$ cat config.mk
export PLATFORM = sky130hd
export DESIGN_NAME = clause_load_controller
export DESIGN_NICKNAME = d
export VERILOG_FILES = /design/src/rtl/clause_load_controller.sv
export SDC_FILE = /design/constraint.sdc
export NUM_CORES = 1
export LEC_CHECK = 0
export CORE_ASPECT_RATIO = 0.8
export CORE_MARGIN = 5
export CORE_UTILIZATION = 37
export DETAILED_ROUTE_END_ITERATION = 16
export PLACE_DENSITY_LB_ADDON = 0.1
export SYNTH_ARGS = -nofsm -noshare
export SYNTH_HDL_FRONTEND = slang
export SYNTH_SLANG_ARGS = --single-unit
$ cat constraint.sdc
create_clock -name in_clk -period 1.8 [get_ports in_clk]
set_input_delay 0.36 -clock in_clk [delete_from_list [all_inputs] [get_ports in_clk]]
set_output_delay 0.36 -clock in_clk [all_outputs]
set_load 0.01 [all_outputs]
$ cat src/rtl/clause_load_controller.sv
// Clause load controller: assembles clauses from a serial coefficient stream
// and writes each one into a bank of clause registers over a shared
// coefficient bus addressed by a one-cycle clause index.
module clause_load_controller #(
    parameter int unsigned MAXIMUM_BIT_WIDTH_OF_INTEGER_COEFFICIENT = 2,
    parameter int unsigned NUMBER_OF_INTEGER_VARIABLES             = 2,
    parameter int unsigned NUMBER_OF_CLAUSES                       = 3,
    parameter int unsigned MAX_BIT_WIDTH_OF_CLAUSES_INDEX          = 1
) (
    input  logic                                  in_clk,
    input  logic                                  in_reset,
    input  logic                                  in_start,
    input  logic [MAXIMUM_BIT_WIDTH_OF_INTEGER_COEFFICIENT-1:0] in_coeff,
    input  logic                                  in_coeff_valid,
    output logic                                  out_coeff_ready,
    input  logic                                  in_coeff_last,
    output logic [MAXIMUM_BIT_WIDTH_OF_INTEGER_COEFFICIENT*(NUMBER_OF_INTEGER_VARIABLES+1)-1:0]
                                                  out_clause_coefficients,
    output logic [MAX_BIT_WIDTH_OF_CLAUSES_INDEX:0] out_clause_index,
    output logic                                  out_busy,
    output logic                                  out_done,
    output logic                                  out_error,
    output logic [MAX_BIT_WIDTH_OF_CLAUSES_INDEX:0] out_clauses_loaded
);

    localparam int unsigned CW = MAXIMUM_BIT_WIDTH_OF_INTEGER_COEFFICIENT;
    localparam int unsigned N  = NUMBER_OF_INTEGER_VARIABLES;
    localparam int unsigned C  = NUMBER_OF_CLAUSES;
    localparam int unsigned IW = MAX_BIT_WIDTH_OF_CLAUSES_INDEX + 1;
    localparam int unsigned BW = CW * (N + 1);
    localparam int unsigned PW = (N > 0) ? $clog2(N + 1) : 1;

    localparam logic [IW-1:0] IDLE_INDEX  = '1;
    localparam logic [IW-1:0] LAST_CLAUSE = IW'(C - 1);
    localparam logic [PW-1:0] BIAS_POS    = PW'(N);

    typedef enum logic [1:0] {
        StIdle,
        StCollect,
        StWrite,
        StDone
    } state_e;

    state_e          state_q;
    logic [PW-1:0]   pos_q;
    logic [IW-1:0]   clause_q;
    logic            last_q;
    logic [BW-1:0]   buffer_q;
    logic [BW-1:0]   buffer_d;
    logic            beat_accept;

    // Buffer with the current beat merged in at its position.
    always_comb begin
        beat_accept = in_coeff_valid && out_coeff_ready;
        buffer_d    = buffer_q;
        buffer_d[int'(pos_q) * CW +: CW] = in_coeff;
    end

    // Load-session FSM; every output is a register updated here.
    always_ff @(posedge in_clk or posedge in_reset) begin
        if (in_reset) begin
            state_q                 <= StIdle;
            pos_q                   <= '0;
            clause_q                <= '0;
            last_q                  <= 1'b0;
            buffer_q                <= '0;
            out_coeff_ready         <= 1'b0;
            out_clause_coefficients <= '0;
            out_clause_index        <= IDLE_INDEX;
            out_busy                <= 1'b0;
            out_done                <= 1'b0;
            out_error               <= 1'b0;
            out_clauses_loaded      <= '0;
        end else begin
            case (state_q)
                StIdle: begin
                    if (in_start) begin
                        state_q            <= StCollect;
                        pos_q              <= '0;
                        clause_q           <= '0;
                        out_error          <= 1'b0;
                        out_clauses_loaded <= '0;
                        out_busy           <= 1'b1;
                        out_coeff_ready    <= 1'b1;
                    end
                end
                StCollect: begin
                    if (beat_accept) begin
                        buffer_q <= buffer_d;
                        if (pos_q == BIAS_POS) begin
                            // Bias completes the clause; last is judged after the write.
                            last_q                  <= in_coeff_last;
                            out_clause_coefficients <= buffer_d;
                            out_clause_index        <= clause_q;
                            out_coeff_ready         <= 1'b0;
                            state_q                 <= StWrite;
                        end else if (in_coeff_last) begin
                            // last before the bias: truncated clause, nothing written.
                            out_error       <= 1'b1;
                            out_done        <= 1'b1;
                            out_coeff_ready <= 1'b0;
                            state_q         <= StDone;
                        end else begin
                            pos_q <= pos_q + 1'b1;
                        end
                    end
                end
                StWrite: begin
                    out_clause_index   <= IDLE_INDEX;
                    out_clauses_loaded <= clause_q + 1'b1;
                    pos_q              <= '0;
                    if (last_q) begin
                        out_done <= 1'b1;
                        state_q  <= StDone;
                    end else if (clause_q == LAST_CLAUSE) begin
                        // Bank is full but the stream never flagged its end.
                        out_error <= 1'b1;
                        out_done  <= 1'b1;
                        state_q   <= StDone;
                    end else begin
                        clause_q        <= clause_q + 1'b1;
                        out_coeff_ready <= 1'b1;
                        state_q         <= StCollect;
                    end
                end
                StDone: begin
                    out_done <= 1'b0;
                    out_busy <= 1'b0;
                    state_q  <= StIdle;
                end
                default: begin
                    state_q <= StIdle;
                end
            endcase
        end
    end

endmodule

==> flow_summary_export.csv, run 1 <==
group,metric,value,unit
outcome,status,"finished, final reports clean",
yosys,synth.yosys.seq_area_share,0.4562,
worst_setup_path,critPathLaunch,"out_coeff_ready",
worst_setup_path,critPathBufInv,1,
yosys,synth_top_flop_cell,"dfrtp_1",
global_route,met2_usage,0.1998,
die,coreArea,0.003829,mm^2
power_and_ir_drop,cellPowerDensity,1524,mW/mm^2
die,dieArea,0.005393,mm^2
global_route,grt_pass1_wl,5.354,mm
clock_network,cts_buffers,3,
power_and_ir_drop,p_int,1.716,mW
die,num_rows,20,
power_and_ir_drop,comb_power_share,0.545,
clock_network,cts_setup_buffers,0,
worst_setup_path,cp_cell_sequence,"clkdlybuf4s50_1",
placed_design,dp_cells,232,
flow_run,drv_cap,0,
global_route,use_met3,0.03784,
cells_and_area,stdcell_count,236,
yosys,syn_nets,168,
die,io_pins,21,
global_route,use_met1,0.1713,
clock_network,clk_pin_slew,0.10,ns
cells_and_area,num_antenna_cells,0,
min_path,hold_path_class,"in2async",
worst_setup_path,slowest_stage,"clkdlybuf4s50_1",
yosys,ys_async_sr_fraction,1.000,
drt,vias_per_cell,4.996,
cells_and_area,nNetsFinal,200,
cells_and_area,final_layout_size_suffix_gt1_frac,0.1326,
power_and_ir_drop,power_switching,1.141,mW
yosys,synthCells,150,
worst_setup_path,arrival,1.38,ns
cells_and_area,utilization,0.4895,
sta,setup_viol,0,
drt,wl_per_cell,13.66,um
yosys,avgSynthCellArea,9.910,um^2
power_and_ir_drop,p_sw_frac,0.3993,
sta,max_clock_freq,574.8,MHz
cells_and_area,synthToLayoutAreaGrowth,26.09,%
global_route,grt_max_degree,18,
worst_setup_path,critPathRequiredTime,1.44,ns
placed_design,dpl.hpwl,2.502,mm
global_route,track_usage,0.1288,
worst_setup_path,slowest_delay,0.60,ns
sta,skew,0.01063,ns
yosys,yosys.area.top_type,"dfrtp_1",
clock_network,numClockSinks,27,
clock_network,clk_latency,0.28,ns
worst_setup_path,crit_path_max_fanout,9,
drt,drt_first_pass_iters,4,
die,start_util,0.3882,
yosys,synth_seq_cells,27,
drt,drtAntennaViolNets,0,
global_route,grt_remaining_overflow,0,
worst_setup_path,worstRegToRegCells,6,
worst_setup_path,rr_endpoint,"pos_q[0]",
global_route,busiest_layer,"met2",
sta,rsz0062_at_grt,"false",
drt,routed_wl,3.224,mm
die,die_h,66.69,um
sta,slew_viol_final,0,
yosys,yosys_warnings,0,
placed_design,gp_congestion,0.7889,
worst_setup_path,cp_top_family,"buffers and inverters",
power_and_ir_drop,vdd_drop_max,706.9,uV
sta,period_share,0.9665,
global_route,first_global_vias,1156,
drt,drt_iter0_markers,92,
yosys,synth_area_leaders,"dfrtp_1 42%, ha_1 9.3%, nand2_1 4.8%",
power_and_ir_drop,p_clk_frac,0.123,
sta,tightest_slew,0.5035,ns
sta,layout_min_cycle_time,1.740,ns
drt,num_vias,1179,
worst_setup_path,crit_type,"reg2out",
sta,hold_viol,0,
worst_setup_path,worstReg2RegStart,"state_q[1]",
global_route,antenna_found_initial,0,
sta,tns,0,ns
yosys,yosysUniqueCellTypes,39,
worst_setup_path,start_kind,"flop",
power_and_ir_drop,p_leak,0.8341,nW
placed_design,pre_cts_slack,-0.01868,ns
sta,max_slew_margin,0.6640,
yosys,netlist_area,0.001486,mm^2
cells_and_area,fin_area,0.001874,mm^2
sta,setup_ws,0.06032,ns
drt,drc,0,
placed_design,port_buffers,20,
yosys,synth_common_cells,"25 x dfrtp_1, 19 x nand2_1, 14 x o21ai_0, 11 x ha_1",
clock_network,clockBufferDepth,2,
placed_design,place_area,0.001826,mm^2
clock_network,root_buffer,"clkbuf_8",
yosys,synth_edf_count,0,
clock_network,htreeDepth,1,
power_and_ir_drop,seqPwrFrac,0.332,
yosys,synth.top_cell.area_share,0.4209,
worst_setup_path,cp-end-kind,"output pin",
clock_network,cts_tree,"yes",
worst_setup_path,reg2reg_slack,0.09,ns
die,die_w,80.87,um
yosys,synth_most_common_cell,"dfrtp_1",
[layout by cell type, fill, tap and decap left out, types with 3 or more instances in the layout]
cell type        instances
a21oi_1                 10
a31oi_1                  4
buf_4                   10
clkbuf_8                 3
clkdlybuf4s50_1         20
dfrtp_1                 25
ha_1                    11
inv_1                   10
nand2_1                 19
nand3_1                  5
nor2_1                   6
nor2b_1                  8
o21ai_0                 13
[state kept, by name, summed over array words and instances (netlist names), 2 cells and up]
| register | cells |
|---|---|
| out_clause_coefficients | 6 |
| buffer_q | 6 |
| clause_q | 2 |
| state_q | 2 |
| pos_q | 2 |
| out_clauses_loaded | 2 |
| out_clause_index | 2 |
[worst max-delay path by stage]
stage                            endpoint  slack (ns)  cells past startpoint
final                     out_coeff_ready        0.06                      1
after detailed placement         pos_q[0]       -0.02                      5
after CTS                 out_coeff_ready        0.05                      1
after floorplan                  pos_q[0]        0.16                      6
after global placement           pos_q[0]        0.05                      5
after global routing             pos_q[0]       0.006                      6
[layer usage]
metal	part of all wire	vias up	wire (um)
met5	0	-	0
met4	0.0090	0	29
met3	0.053	2	172
met2	0.44	28	1407
met1	0.50	553	1615
li1	-	596	-
[power groups by stage]
stage          registers (mW)  clock network (mW)  logic [mW]
6_report                0.949               0.351        1.56
5_1_grt                 0.976               0.392        1.72
4_1_cts                 0.949               0.365        1.55
3_5_place_dp            0.962                   0        1.55
3_3_place_gp            0.952                   0        1.53
2_1_floorplan           0.963                   0       0.989
[metrics by stage]
stage	hold slack (ns)	total power [mW]
final	0.3999	2.857
after CTS	0.4156	2.867
after global routing	0.4276	3.088
after global placement	0.4620	2.478
after floorplan	0.4112	1.952
after detailed placement	0.4696	2.507
[kinds of logic after synthesis]
| group | count (synthesis) | synth area share |
|---|---|---|
| fa+ha+maj | 11 | 0.09259 |
| compound gates | 44 | 0.2012 |
| mux | 4 | 0.02862 |
| buf+inv | 14 | 0.04208 |
| flops | 27 | 0.4562 |
| simple gates | 50 | 0.1793 |
[cell type report]
type                       count  area [um^2]
clock buffer                   3        41.29
multi-input combinational    109        745.7
sequential                    27        678.2
fill                         361         1954
clock inverter                 1        7.507
timing repair buffer          31        295.3
inverter                      10        37.54
tap                           55        68.82
[timing repair]
item,CTS,global route
endpoints found under the hold margin,0,0
resized for setup,0,1
hold buffers,0,0
setup endpoints to repair,0,3
Note: power is estimated with default switching activity, not from simulation.
==> inputs of run 2 (changes only) <==
- SKIP_CTS_REPAIR_TIMING: default -> 1
==> results of run 2 <==
No change in the layout: final DEF, timing and power equal those of run 1.
